[src/rtl/seq_pattern_tx_if.sv]
// Handshake and serial-output bundle for seq_pattern_tx.
// master = pattern requester, slave = transmitter.
interface seq_pattern_tx_if #(
  parameter int WIDTH = 8,
  parameter int LEN_W = 4
);
  logic             start;
  logic [WIDTH-1:0] pattern;
  logic [LEN_W-1:0] len;
  logic             abort;
  logic             x;
  logic             valid;
  logic             ready;
  logic             busy;
  logic             done;
  logic [2:0]       S;

  modport master (
    output start, pattern, len, abort,
    input  x, valid, ready, busy, done, S
  );

  modport slave (
    input  start, pattern, len, abort,
    output x, valid, ready, busy, done, S
  );
endinterface

[src/rtl/seq_pattern_tx.sv]
// Serial pattern transmitter: shifts a captured pattern out MSB-first on x.
// Define SEQ_PATTERN_TX_PARITY_EN to append one even-parity bit per transfer.
module seq_pattern_tx #(
  parameter int WIDTH      = 8,
  parameter int LEN_W      = 4,
  parameter int BIT_CYCLES = 1
) (
  input  logic             CLK,
  input  logic             RESET,
  seq_pattern_tx_if.slave  bus
);

  localparam int CYC_W = (BIT_CYCLES > 1) ? $clog2(BIT_CYCLES) : 1;
  localparam logic [CYC_W-1:0] CYC_LAST = CYC_W'(BIT_CYCLES - 1);

`ifdef SEQ_PATTERN_TX_PARITY_EN
  typedef enum logic [2:0] {
    IDLE   = 3'b000,
    SHIFT  = 3'b001,
    PARITY = 3'b010,
    DONE   = 3'b100
  } state_t;
`else
  typedef enum logic [2:0] {
    IDLE  = 3'b000,
    SHIFT = 3'b001,
    DONE  = 3'b100
  } state_t;
`endif

  state_t           state_q, state_d;
  logic [WIDTH-1:0] shreg_q, shreg_d;
  logic [LEN_W-1:0] idx_q, idx_d;
  logic [CYC_W-1:0] cyc_q, cyc_d;
  logic             x_q, x_d;
  logic [LEN_W-1:0] eff_len;
  logic [WIDTH-1:0] first_vec;
  logic [WIDTH-1:0] next_vec;
`ifdef SEQ_PATTERN_TX_PARITY_EN
  logic             par_q, par_d;
  logic [WIDTH-1:0] len_mask;
`endif

  assign eff_len = (bus.len > LEN_W'(WIDTH)) ? LEN_W'(WIDTH) : bus.len;

  // Bit selection via right shift keeps the index width independent of WIDTH.
  assign first_vec = bus.pattern >> (eff_len - LEN_W'(1));
  assign next_vec  = shreg_q >> (idx_q - LEN_W'(1));

`ifdef SEQ_PATTERN_TX_PARITY_EN
  assign len_mask = ~({WIDTH{1'b1}} << eff_len);
`endif

  always_ff @(posedge CLK) begin
    if (!RESET) begin
      state_q <= IDLE;
      shreg_q <= '0;
      idx_q   <= '0;
      cyc_q   <= '0;
      x_q     <= 1'b0;
`ifdef SEQ_PATTERN_TX_PARITY_EN
      par_q   <= 1'b0;
`endif
    end else begin
      state_q <= state_d;
      shreg_q <= shreg_d;
      idx_q   <= idx_d;
      cyc_q   <= cyc_d;
      x_q     <= x_d;
`ifdef SEQ_PATTERN_TX_PARITY_EN
      par_q   <= par_d;
`endif
    end
  end

  always_comb begin
    state_d = state_q;
    shreg_d = shreg_q;
    idx_d   = idx_q;
    cyc_d   = cyc_q;
    x_d     = 1'b0;
`ifdef SEQ_PATTERN_TX_PARITY_EN
    par_d   = par_q;
`endif
    case (state_q)
      IDLE: begin
        if (bus.start && !bus.abort) begin
          shreg_d = bus.pattern;
          cyc_d   = '0;
`ifdef SEQ_PATTERN_TX_PARITY_EN
          par_d   = ^(bus.pattern & len_mask);
`endif
          if (eff_len != '0) begin
            state_d = SHIFT;
            idx_d   = eff_len - LEN_W'(1);
            x_d     = first_vec[0];
          end else begin
            state_d = DONE;
          end
        end
      end
      SHIFT: begin
        if (bus.abort) begin
          state_d = IDLE;
          cyc_d   = '0;
        end else if (cyc_q != CYC_LAST) begin
          cyc_d = cyc_q + CYC_W'(1);
          x_d   = x_q;
        end else begin
          cyc_d = '0;
          if (idx_q != '0) begin
            idx_d = idx_q - LEN_W'(1);
            x_d   = next_vec[0];
          end else begin
`ifdef SEQ_PATTERN_TX_PARITY_EN
            state_d = PARITY;
            x_d     = par_q;
`else
            state_d = DONE;
`endif
          end
        end
      end
`ifdef SEQ_PATTERN_TX_PARITY_EN
      PARITY: begin
        if (bus.abort) begin
          state_d = IDLE;
          cyc_d   = '0;
        end else if (cyc_q != CYC_LAST) begin
          cyc_d = cyc_q + CYC_W'(1);
          x_d   = x_q;
        end else begin
          cyc_d   = '0;
          state_d = DONE;
        end
      end
`endif
      DONE:    state_d = IDLE;
      default: state_d = IDLE;
    endcase
  end

  assign bus.x     = x_q;
`ifdef SEQ_PATTERN_TX_PARITY_EN
  assign bus.valid = (state_q == SHIFT) || (state_q == PARITY);
`else
  assign bus.valid = (state_q == SHIFT);
`endif
  assign bus.ready = (state_q == IDLE);
  assign bus.busy  = (state_q != IDLE);
  assign bus.done  = (state_q == DONE);
  assign bus.S     = state_q;

endmodule
[src/flat_wrapper.sv]
// flat-port wrapper written by rule: the top's interface ports become plain ports
module seq_pattern_tx_flat 
#(
  parameter int WIDTH      = 8,
  parameter int LEN_W      = 4,
  parameter int BIT_CYCLES = 1
)
  (CLK, RESET, bus_start, bus_pattern, bus_len, bus_abort, bus_x, bus_valid, bus_ready, bus_busy, bus_done, bus_S);
  seq_pattern_tx_if #(.WIDTH(WIDTH), .LEN_W(LEN_W)) bus_i ();
  input  logic CLK;
  input  logic RESET;
  input wire logic [$bits(bus_i.start)-1:0] bus_start;
  input wire logic [$bits(bus_i.pattern)-1:0] bus_pattern;
  input wire logic [$bits(bus_i.len)-1:0] bus_len;
  input wire logic [$bits(bus_i.abort)-1:0] bus_abort;
  output wire logic [$bits(bus_i.x)-1:0] bus_x;
  output wire logic [$bits(bus_i.valid)-1:0] bus_valid;
  output wire logic [$bits(bus_i.ready)-1:0] bus_ready;
  output wire logic [$bits(bus_i.busy)-1:0] bus_busy;
  output wire logic [$bits(bus_i.done)-1:0] bus_done;
  output wire logic [$bits(bus_i.S)-1:0] bus_S;
  assign bus_i.start = bus_start;
  assign bus_i.pattern = bus_pattern;
  assign bus_i.len = bus_len;
  assign bus_i.abort = bus_abort;
  assign bus_x = bus_i.x;
  assign bus_valid = bus_i.valid;
  assign bus_ready = bus_i.ready;
  assign bus_busy = bus_i.busy;
  assign bus_done = bus_i.done;
  assign bus_S = bus_i.S;
  seq_pattern_tx #(.WIDTH(WIDTH), .LEN_W(LEN_W), .BIT_CYCLES(BIT_CYCLES)) u_core (.CLK(CLK), .RESET(RESET), .bus(bus_i));
endmodule
[config.mk]
export PLATFORM = sky130hd
export DESIGN_NAME = seq_pattern_tx_flat
export DESIGN_NICKNAME = d
export VERILOG_FILES = /design/src/rtl/seq_pattern_tx_if.sv /design/src/rtl/seq_pattern_tx.sv /design/src/flat_wrapper.sv
export SDC_FILE = /design/constraint.sdc
export NUM_CORES = 1
export LEC_CHECK = 0
export ABC_AREA = 1
export CORE_MARGIN = 2
export CORE_UTILIZATION = 50
export CTS_BUF_LIST = sky130_fd_sc_hd__clkbuf_8
export DETAILED_ROUTE_END_ITERATION = 16
export PLACE_DENSITY_LB_ADDON = 0.1
export SYNTH_ARGS = -nofsm -noshare
export SYNTH_HDL_FRONTEND = slang
export SYNTH_SLANG_ARGS = --single-unit
[constraint.sdc]
create_clock -name CLK -period 2.98 [get_ports CLK]
set_input_delay 0.298 -clock CLK [delete_from_list [all_inputs] [get_ports CLK]]
set_output_delay 0.298 -clock CLK [all_outputs]
set_load 0.03 [all_outputs]
-- Word level (Yosys, flattened, before mapping)
Cells that the tools add are included.
- register bits after elaboration: 17
- input port bits: 16
- logic and storage cells: 54
- output and inout bits: 8
- equality and inequality tests: 9
- mux-type cells: 23
- reduce and logical (&&, ||, !) cells: 11
- $lt $le $gt $ge: 1
- shift-type cells: 2
- $add $sub $neg: 3
- operator list (kind ; count):
    4-bit two-way mux ; 6
    8-bit by 4-bit right shift with 1-bit output ; 2
    3-bit two-way mux ; 5
    1-bit two-way mux ; 8
    4-bit one-hot mux with 2 select lines ; 1
    4-bit nonzero test ; 2
    4-bit by 1-bit subtractor with 4-bit output (second input constant) ; 2
    2-bit by 1-bit inequality test with 1-bit output (second input constant) ; 3
    3-bit inequality test (second input constant) ; 2
    3-bit one-hot mux with 2 select lines ; 1
    6-bit AND reduction ; 1
    4-bit greater-than comparator (second input constant) ; 1
    2-bit inequality test (second input constant) ; 2
    1-bit one-hot mux with 2 select lines ; 2
    2-bit AND reduction ; 2
    3-bit by 1-bit equality test with 1-bit output (second input constant) ; 1
    3-bit equality test (second input constant) ; 1
    3-bit zero test ; 1
    3-bit AND reduction ; 1
    3-bit nonzero test ; 1
    2-bit nonzero test ; 1
    1-bit adder (second input constant) ; 1
    1-bit logical AND ; 1
    1-bit zero test ; 1

-- Logic depth before layout (Yosys ltp)
Gate-level depths: netlist of the first run.
- word-level depth: 7
- gate-level depth with buffers: 11
- gate-level depth less buffers: 11

-- Worst setup path after synthesis of the first run
OpenSTA, ideal clock, no wires.
- kind: input to register
- from: in bus_len[0]
- to: reg u_core.idx_q[0]
- cell stages on the path: 11
- path buffers: 0
- data required time: 2.860 ns
- path slack: 1.447 ns
- arrival time: 1.413 ns
- setup time: 0.120 ns
- path through: nor2_1 > nand2_1 > nand2_2 > nand2_2 > ha_1 > a31oi_1 > inv_1 > nand2_4 > inv_1 > a21oi_1 > a21oi_1
- longest elaborated chain between the ends: 6
- elaborated cells on any way between the ends: 9
- classes of those cells: add/sub (1); order compare (1); eq/ne (1); mux (4); reduce/logical (2)
- RTL lines (element ; line ; text):
    start: declaration ; flat_wrapper.sv:14 ; input wire logic [$bits(bus_i.len)-1:0] bus_len;
    4-bit greater-than comparator ; seq_pattern_tx.sv:44 ; assign eff_len = (bus.len > LEN_W'(WIDTH)) ? LEN_W'(WIDTH) : bus.len;
    4-bit two-way mux (*) ; seq_pattern_tx.sv:44 ;
    4-bit by 1-bit subtractor with 4-bit output ; seq_pattern_tx.sv:95 ; idx_d = eff_len - LEN_W'(1);
    4-bit two-way mux ; seq_pattern_tx.sv:93 ; if (eff_len != '0) begin
    4-bit two-way mux ; seq_pattern_tx.sv:87 ; if (bus.start && !bus.abort) begin
    4-bit one-hot mux with 2 select lines ; seq_pattern_tx.sv:85 ; case (state_q)
    end signal: assignment ; seq_pattern_tx.sv:67 ; idx_q <= idx_d;
    end: declaration ; seq_pattern_tx.sv:33 ; logic [LEN_W-1:0] idx_q, idx_d;
Mark *: on every way between the ends. The rest lies on a longest branch, timed or not. The select of a mux whose other input is x is not followed.
A chain may end at the register's enable or synchronous reset.

-- Worst setup path after layout of the first run
Ends and elaborated chain as after synthesis.

==> impl_metrics.yaml, run 1 <==
run_status:
  status: "completed"
clock_tree:
  cts_made_buffers: 3
  htreeDepth: 1
  insertion_delay_ps: 250
  clockBufferDepth: 2
  ctsRootBufferMaster: "clkbuf_8"
  cts_tree: "done"
  hold_buffers: 0
  ctsResizeCount: 0
  clk_pin_slew_ps: 60
  cts_sinks: 15
  postCtsSetupBuffers: 0
final_layout:
  area_growth_pct: 31.42
  drive_gt1_frac: 0.07547
  fin_nets: 178
  final_area_sq_um: 1177
  fin_util: 0.6894
  diodes: 0
  final_cells: 184
detailed_routing:
  viasPerCell: 5.272
  drtIter0Drc: 32
  first_pass_iters: 4
  ant_nets: 0
  wirelength_um: 2138
  vias: 970
  post_drt_wl_per_cell_um: 11.62
  drc: 0
timing:
  max_freq_mhz: 505.9
  period_share: 0.6633
  setup_viol: 0
  setup_tns_ps: 0
  hold-worst-slack_ps: 460.2
  fin_ws_ps: 1003
  slew_violations: 0
  rsz0062_at_grt: "no"
  skew_ps: 0.6511
  hold_viol: 0
  fin_crit_ps: 1977
worst_setup_path:
  worstPathMaxFanout: 8
  crit_chain: "clkdlybuf4s50_1, nor2_1, nand2_1, nand2_2, nand2_2, ha_1, a31oi_1, inv_1, nand2_4, inv_1, a21oi_1, a21oi_1"
  reg2reg_to: "u_core.idx_q[0]"
  r2r_start: "u_core.idx_q[0]"
  start_kind: "primary input"
  cp-end-kind: "flip-flop"
  cpPeakStageDelay_ps: 510
  required_ps: 3120
  rrSetupSlack_ps: 1340
  reg2reg_depth: 8
  startpoint: "bus_len[0]"
  critPathCapture: "u_core.idx_q[0]"
  crit_type: "primary input to flip-flop"
  critical_path.slowest_cell: "clkdlybuf4s50_1"
  cp.arrival_ps: 2120
yosys:
  synth_edf_count: 0
  syn_nets: 154
  synth_seq_cells: 15
  syn-cell-area_sq_um: 895.9
  ys_warn_count: 0
  async_reset_ff_frac: 0
  avgSynthCellArea_sq_um: 6.587
  yosysUniqueCellTypes: 23
  ys_seq_area_frac: 0.3352
  synth_top_flop_cell: "dfxtp_1"
  postSynthCellCount: 136
placement:
  place_worst_setup_slack_ps: 744.8
  io_buffers: 22
  post-dp-hpwl_um: 1736
  dp.cells: 180
  dpl_cell_area_sq_um: 1131
  place.gp.congestion: 0.9183
global_routing:
  antenna_found_initial: 0
  grtUsageMet2: 0.3833
  grt_pass1_vias: 874
  top_usage_layer: "met2"
  use_met1: 0.2976
  grt_overflow_total: 0
  grt_use_met3: 0.05882
  grt_usage: 0.2426
  grt_pass1_wl_um: 3601
  grt_max_degree: 15
power_and_ir_drop:
  finalPower_uw: 541.2
  intPower_uw: 371.0
  p_seq_frac: 0.419
  ir_worst_vdd_v: 0.0004256
  leakage_nw: 0.5457
  power_density_nw_per_um2: 459.7
  clkPwrFrac: 0.308
  p_sw_frac: 0.3145
  p_switching_uw: 170.2
  combPwrFrac: 0.274
die:
  core_area_sq_um: 1708
  rows: 15
  fp.dieW_um: 46.33
  die_y_um: 46.33
  ios: 24
  die-area_sq_um: 2146
  start_util: 0.5245
min_path:
  hp-class: "flip-flop to flip-flop"
job:
  cap_violations: 0
==> metal layers <==
metal,share of wire,up-vias
li1,-,488
met1,0.41,437
met2,0.49,34
met3,0.057,11
met4,0.039,0
met5,0,-
==> how the worst min path moves through the flow <==
| stage | startpoint | end | slack (ps) | depth (start not counted) |
|---|---|---|---|---|
| floorplan | u_core.shreg_q[1] | u_core.shreg_q[1] | 420 | 2 |
| global placement | u_core.shreg_q[1] | u_core.shreg_q[1] | 450 | 2 |
| detailed placement | u_core.shreg_q[3] | u_core.shreg_q[3] | 460 | 2 |
| CTS | u_core.shreg_q[3] | u_core.shreg_q[3] | 470 | 2 |
| global route | u_core.shreg_q[3] | u_core.shreg_q[3] | 480 | 2 |
| finish | u_core.shreg_q[3] | u_core.shreg_q[3] | 460 | 2 |
==> power groups by stage <==
stage	registers [mW]	logic, mW	clock network (mW)
final	0.227	0.148	0.166
after global routing	0.228	0.165	0.180
after CTS	0.226	0.148	0.170
after detailed placement	0.230	0.147	0
after global placement	0.231	0.142	0
after floorplan	0.231	0.0946	0
==> Yosys cell counts (2+ instances only) <==
cell type | number | share of area
o21ai_0 | 13 | 0.073
a21oi_1 | 14 | 0.078
inv_1 | 25 | 0.10
nand3_1 | 13 | 0.073
dfxtp_1 | 15 | 0.34
a31oi_1 | 4 | 0.028
nand2_2 | 5 | 0.035
nand2_1 | 16 | 0.067
o21ai_1 | 3 | 0.017
ha_1 | 2 | 0.028
xor2_1 | 3 | 0.029
nor2_1 | 12 | 0.050
==> cells by family after synthesis <==
family                   count (synthesis)  share of synthesized area
flip-flops                              15                     0.3352
buffers and inverters                   29                     0.1271
adder cells (fa/ha/maj)                  2                    0.02793
AND/OR/NAND/NOR                         49                     0.2556
other                                    1                   0.004186
AO/OA/AOI/OAI                           37                     0.2207
XOR/XNOR                                 3                    0.02933
==> layout by cell type, fill, tap and decap left out <==
| cell | Yosys | layout |
|---|---|---|
| nor2_4 | 1 | 1 |
| xor2_1 | 3 | 3 |
| clkdlybuf4s50_1 | 0 | 22 |
| ha_1 | 2 | 2 |
| nand2_4 | 1 | 1 |
| a31oi_1 | 4 | 4 |
| clkinv_2 | 0 | 1 |
| a21oi_1 | 14 | 14 |
| nand2_2 | 5 | 5 |
| inv_2 | 1 | 1 |
| clkbuf_8 | 0 | 3 |
| o21ai_1 | 3 | 3 |
| inv_1 | 25 | 25 |
| o21ai_0 | 13 | 13 |
| nand2_1 | 16 | 16 |
| dfxtp_1 | 15 | 15 |
| nand3_1 | 13 | 13 |
| o221ai_1 | 1 | 1 |
| o22ai_1 | 1 | 1 |
| nor2_1 | 12 | 12 |
| nor3_1 | 1 | 1 |
| o211ai_1 | 1 | 1 |
| conb_1 | 1 | 1 |
==> state kept, by name (all words and copies together) (netlist names) <==
signal and flops:
u_core.idx_q 4, u_core.bus.S 2, u_core.bus.x 1, u_core.shreg_q 8
==> worst max-delay path: cells and delay by family <==
family          cells  cell delay (ps)
buf+inv             3              670
simple gates        5              530
compound gates      3              360
fa+ha+maj           1              260
==> area by class of cell <==
type | count | area [sq um]
inverters | 26 | 97.59
clock buffers | 3 | 41.29
flip-flops and latches | 15 | 300.3
repair buffers | 22 | 220.2
fillers | 155 | 530.5
multi-input cells | 92 | 481.7
clock inverters | 1 | 5.005
well taps | 25 | 31.28
Power figures use the tool's default switching activity.
==> run 2, diff against run 1 <==
Settings changed: CORE_UTILIZATION 50 to 49.
Clock period 2.98 ns to 1.9 ns, I/O delays scaled along.
==> run 2 against run 1 <==
  * Via count fell by 2.0%
  * Sequential share of layout area fell by 0.48 points
  * Die area rose by 1.9%
  * Cell count rose by 1.6%
  * Critical path type is now flip-flop to output pin
==> impl_metrics.yaml, run 2 (synthesis gave the netlist of run 1 again) <==
clock_tree:
  ctsRootBufferMaster: "clkbuf_8"
  cts_sinks: 15
  hold_buffers: 0
  cts_tree: "done"
  cts_made_buffers: 3
  postCtsSetupBuffers: 0
  clk_pin_slew_ps: 60
  insertion_delay_ps: 250
  clockBufferDepth: 2
  htreeDepth: 1
  ctsResizeCount: 0
power_and_ir_drop:
  p_switching_uw: 260.3
  leakage_nw: 0.5597
  p_seq_frac: 0.421
  intPower_uw: 586.5
  power_density_nw_per_um2: 705.7
  p_sw_frac: 0.3074
  clkPwrFrac: 0.300
  ir_worst_vdd_v: 0.0005612
  combPwrFrac: 0.279
placement:
  post-dp-hpwl_um: 1713
  place_worst_setup_slack_ps: 8.517
  place.gp.congestion: 0.8587
  io_buffers: 22
timing:
  rsz0062_at_grt: "no"
  skew_ps: 1.273
  slew_violations: 0
  hold_viol: 0
  period_share: 0.9474
  setup_tns_ps: 0
  setup_viol: 0
  fin_ws_ps: 99.87
  fin_crit_ps: 1800
  max_freq_mhz: 555.5
final_layout:
  final_cell_mix: "25 x inv_1, 22 x clkdlybuf4s50_1, 16 x nand2_1, 15 x dfxtp_1, 14 x a21oi_1"
  largest_reg_flops: 8
  layout_commonest_cell: "inv_1"
  drive_gt1_frac: 0.09259
  diodes: 0
  fin_nets: 181
  area_growth_pct: 33.94
  largest_register: "u_core.shreg_q"
  fill_cells: 166
worst_setup_path:
  reg2reg_to: "u_core.bus.x"
  reg2reg_depth: 9
  rrSetupSlack_ps: 290
  r2r_start: "u_core.idx_q[0]"
  required_ps: 1710
  cp-end-kind: "output pin"
  crit_type: "flip-flop to output pin"
  worstPathMaxFanout: 6
  start_kind: "flip-flop"
  cp.arrival_ps: 1610
global_routing:
  grt_pass1_wl_um: 3532
  grt_pass1_vias: 873
  antenna_found_initial: 0
  grt_max_degree: 15
  grt_overflow_total: 0
  grt_usage: 0.2280
die:
  start_util: 0.5188
  rows: 15
  ios: 24
  fp.dieW_um: 46.76
  die-area_sq_um: 2187
  die_y_um: 46.76
  core_area_sq_um: 1727
detailed_routing:
  vias: 951
  post_drt_wl_per_cell_um: 11.16
  drc: 0
  wirelength_um: 2086
  wl_met3_um: 99
  viasPerCell: 5.086
  first_pass_iters: 4
  ant_nets: 0
  m1WireLength_um: 920
  drtIter0Drc: 18
  top_layer: "met4"
  wl_met2_um: 1042
min_path:
  hp-class: "flip-flop to flip-flop"
  hold_path_depth: 2
  min_from: "u_core.shreg_q[1]"
  hold_end: "u_core.shreg_q[1]"
job:
  cap_violations: 0
run_status:
  status: "completed"
[run 2: changes by cell type in the layout (fill, tap and decap cells not counted)]
cell	previous run	this run
buf_4	0	3
[run 2: per-layer routing]
metal	global-route usage	vias to the layer above
li1	-	494
met5	0	-
met4	0.08333	0
met2	0.3863	21
met3	0.05769	5
met1	0.2787	431
[run 2: worst max-delay path by stage]
stage                                from  slack, ps              end
after CTS                 u_core.bus.S[2]         90        bus_valid
final                     u_core.bus.S[2]        100        bus_valid
after global routing      u_core.bus.S[2]         20        bus_valid
after detailed placement       bus_len[2]          9  u_core.idx_q[0]
after floorplan           u_core.bus.S[0]        390  u_core.idx_q[0]
after global placement         bus_len[0]         60  u_core.idx_q[0]
[run 2: worst max-delay path: stages, from the launching register on]
cell and delay, ps:
dfxtp_1 350, inv_1 120, nand2_2 100, inv_2 120
clkdlybuf4s50_1 680
[run 2: per-stage QoR]
step           hold WS [ps]  cells  power [mW]  cell area, sq um    util
2_1_floorplan         328.4    136      0.5109             895.9       -
3_3_place_gp          445.2    183      0.5920              1154  0.6681
3_5_place_dp          451.5    183      0.5970              1154  0.6681
4_1_cts               462.8    187      0.8521              1200  0.6949
5_1_grt               476.5    187      0.8975              1200  0.6949
6_report              459.8    187      0.8468              1200  0.6949
[run 2: layout make-up]
class | count | area [sq um] | area share
timing repair buffer | 25 | 242.7 | 0.2023
inverter | 26 | 97.59 | 0.08133
clock inverter | 1 | 5.005 | 0.004171
clock buffer | 3 | 41.29 | 0.03441
tap | 25 | 31.28 | 0.02607
sequential | 15 | 300.3 | 0.2503
multi-input combinational | 92 | 481.7 | 0.4015
[run 2: power by group through the flow]
stage                     logic [mW]  clock network [mW]  registers (mW)
after global placement         0.230                   0           0.362
after global routing           0.264               0.275           0.358
after CTS                      0.237               0.259           0.356
after floorplan                0.148                   0           0.362
final                          0.236               0.254           0.357
after detailed placement       0.234                   0           0.363
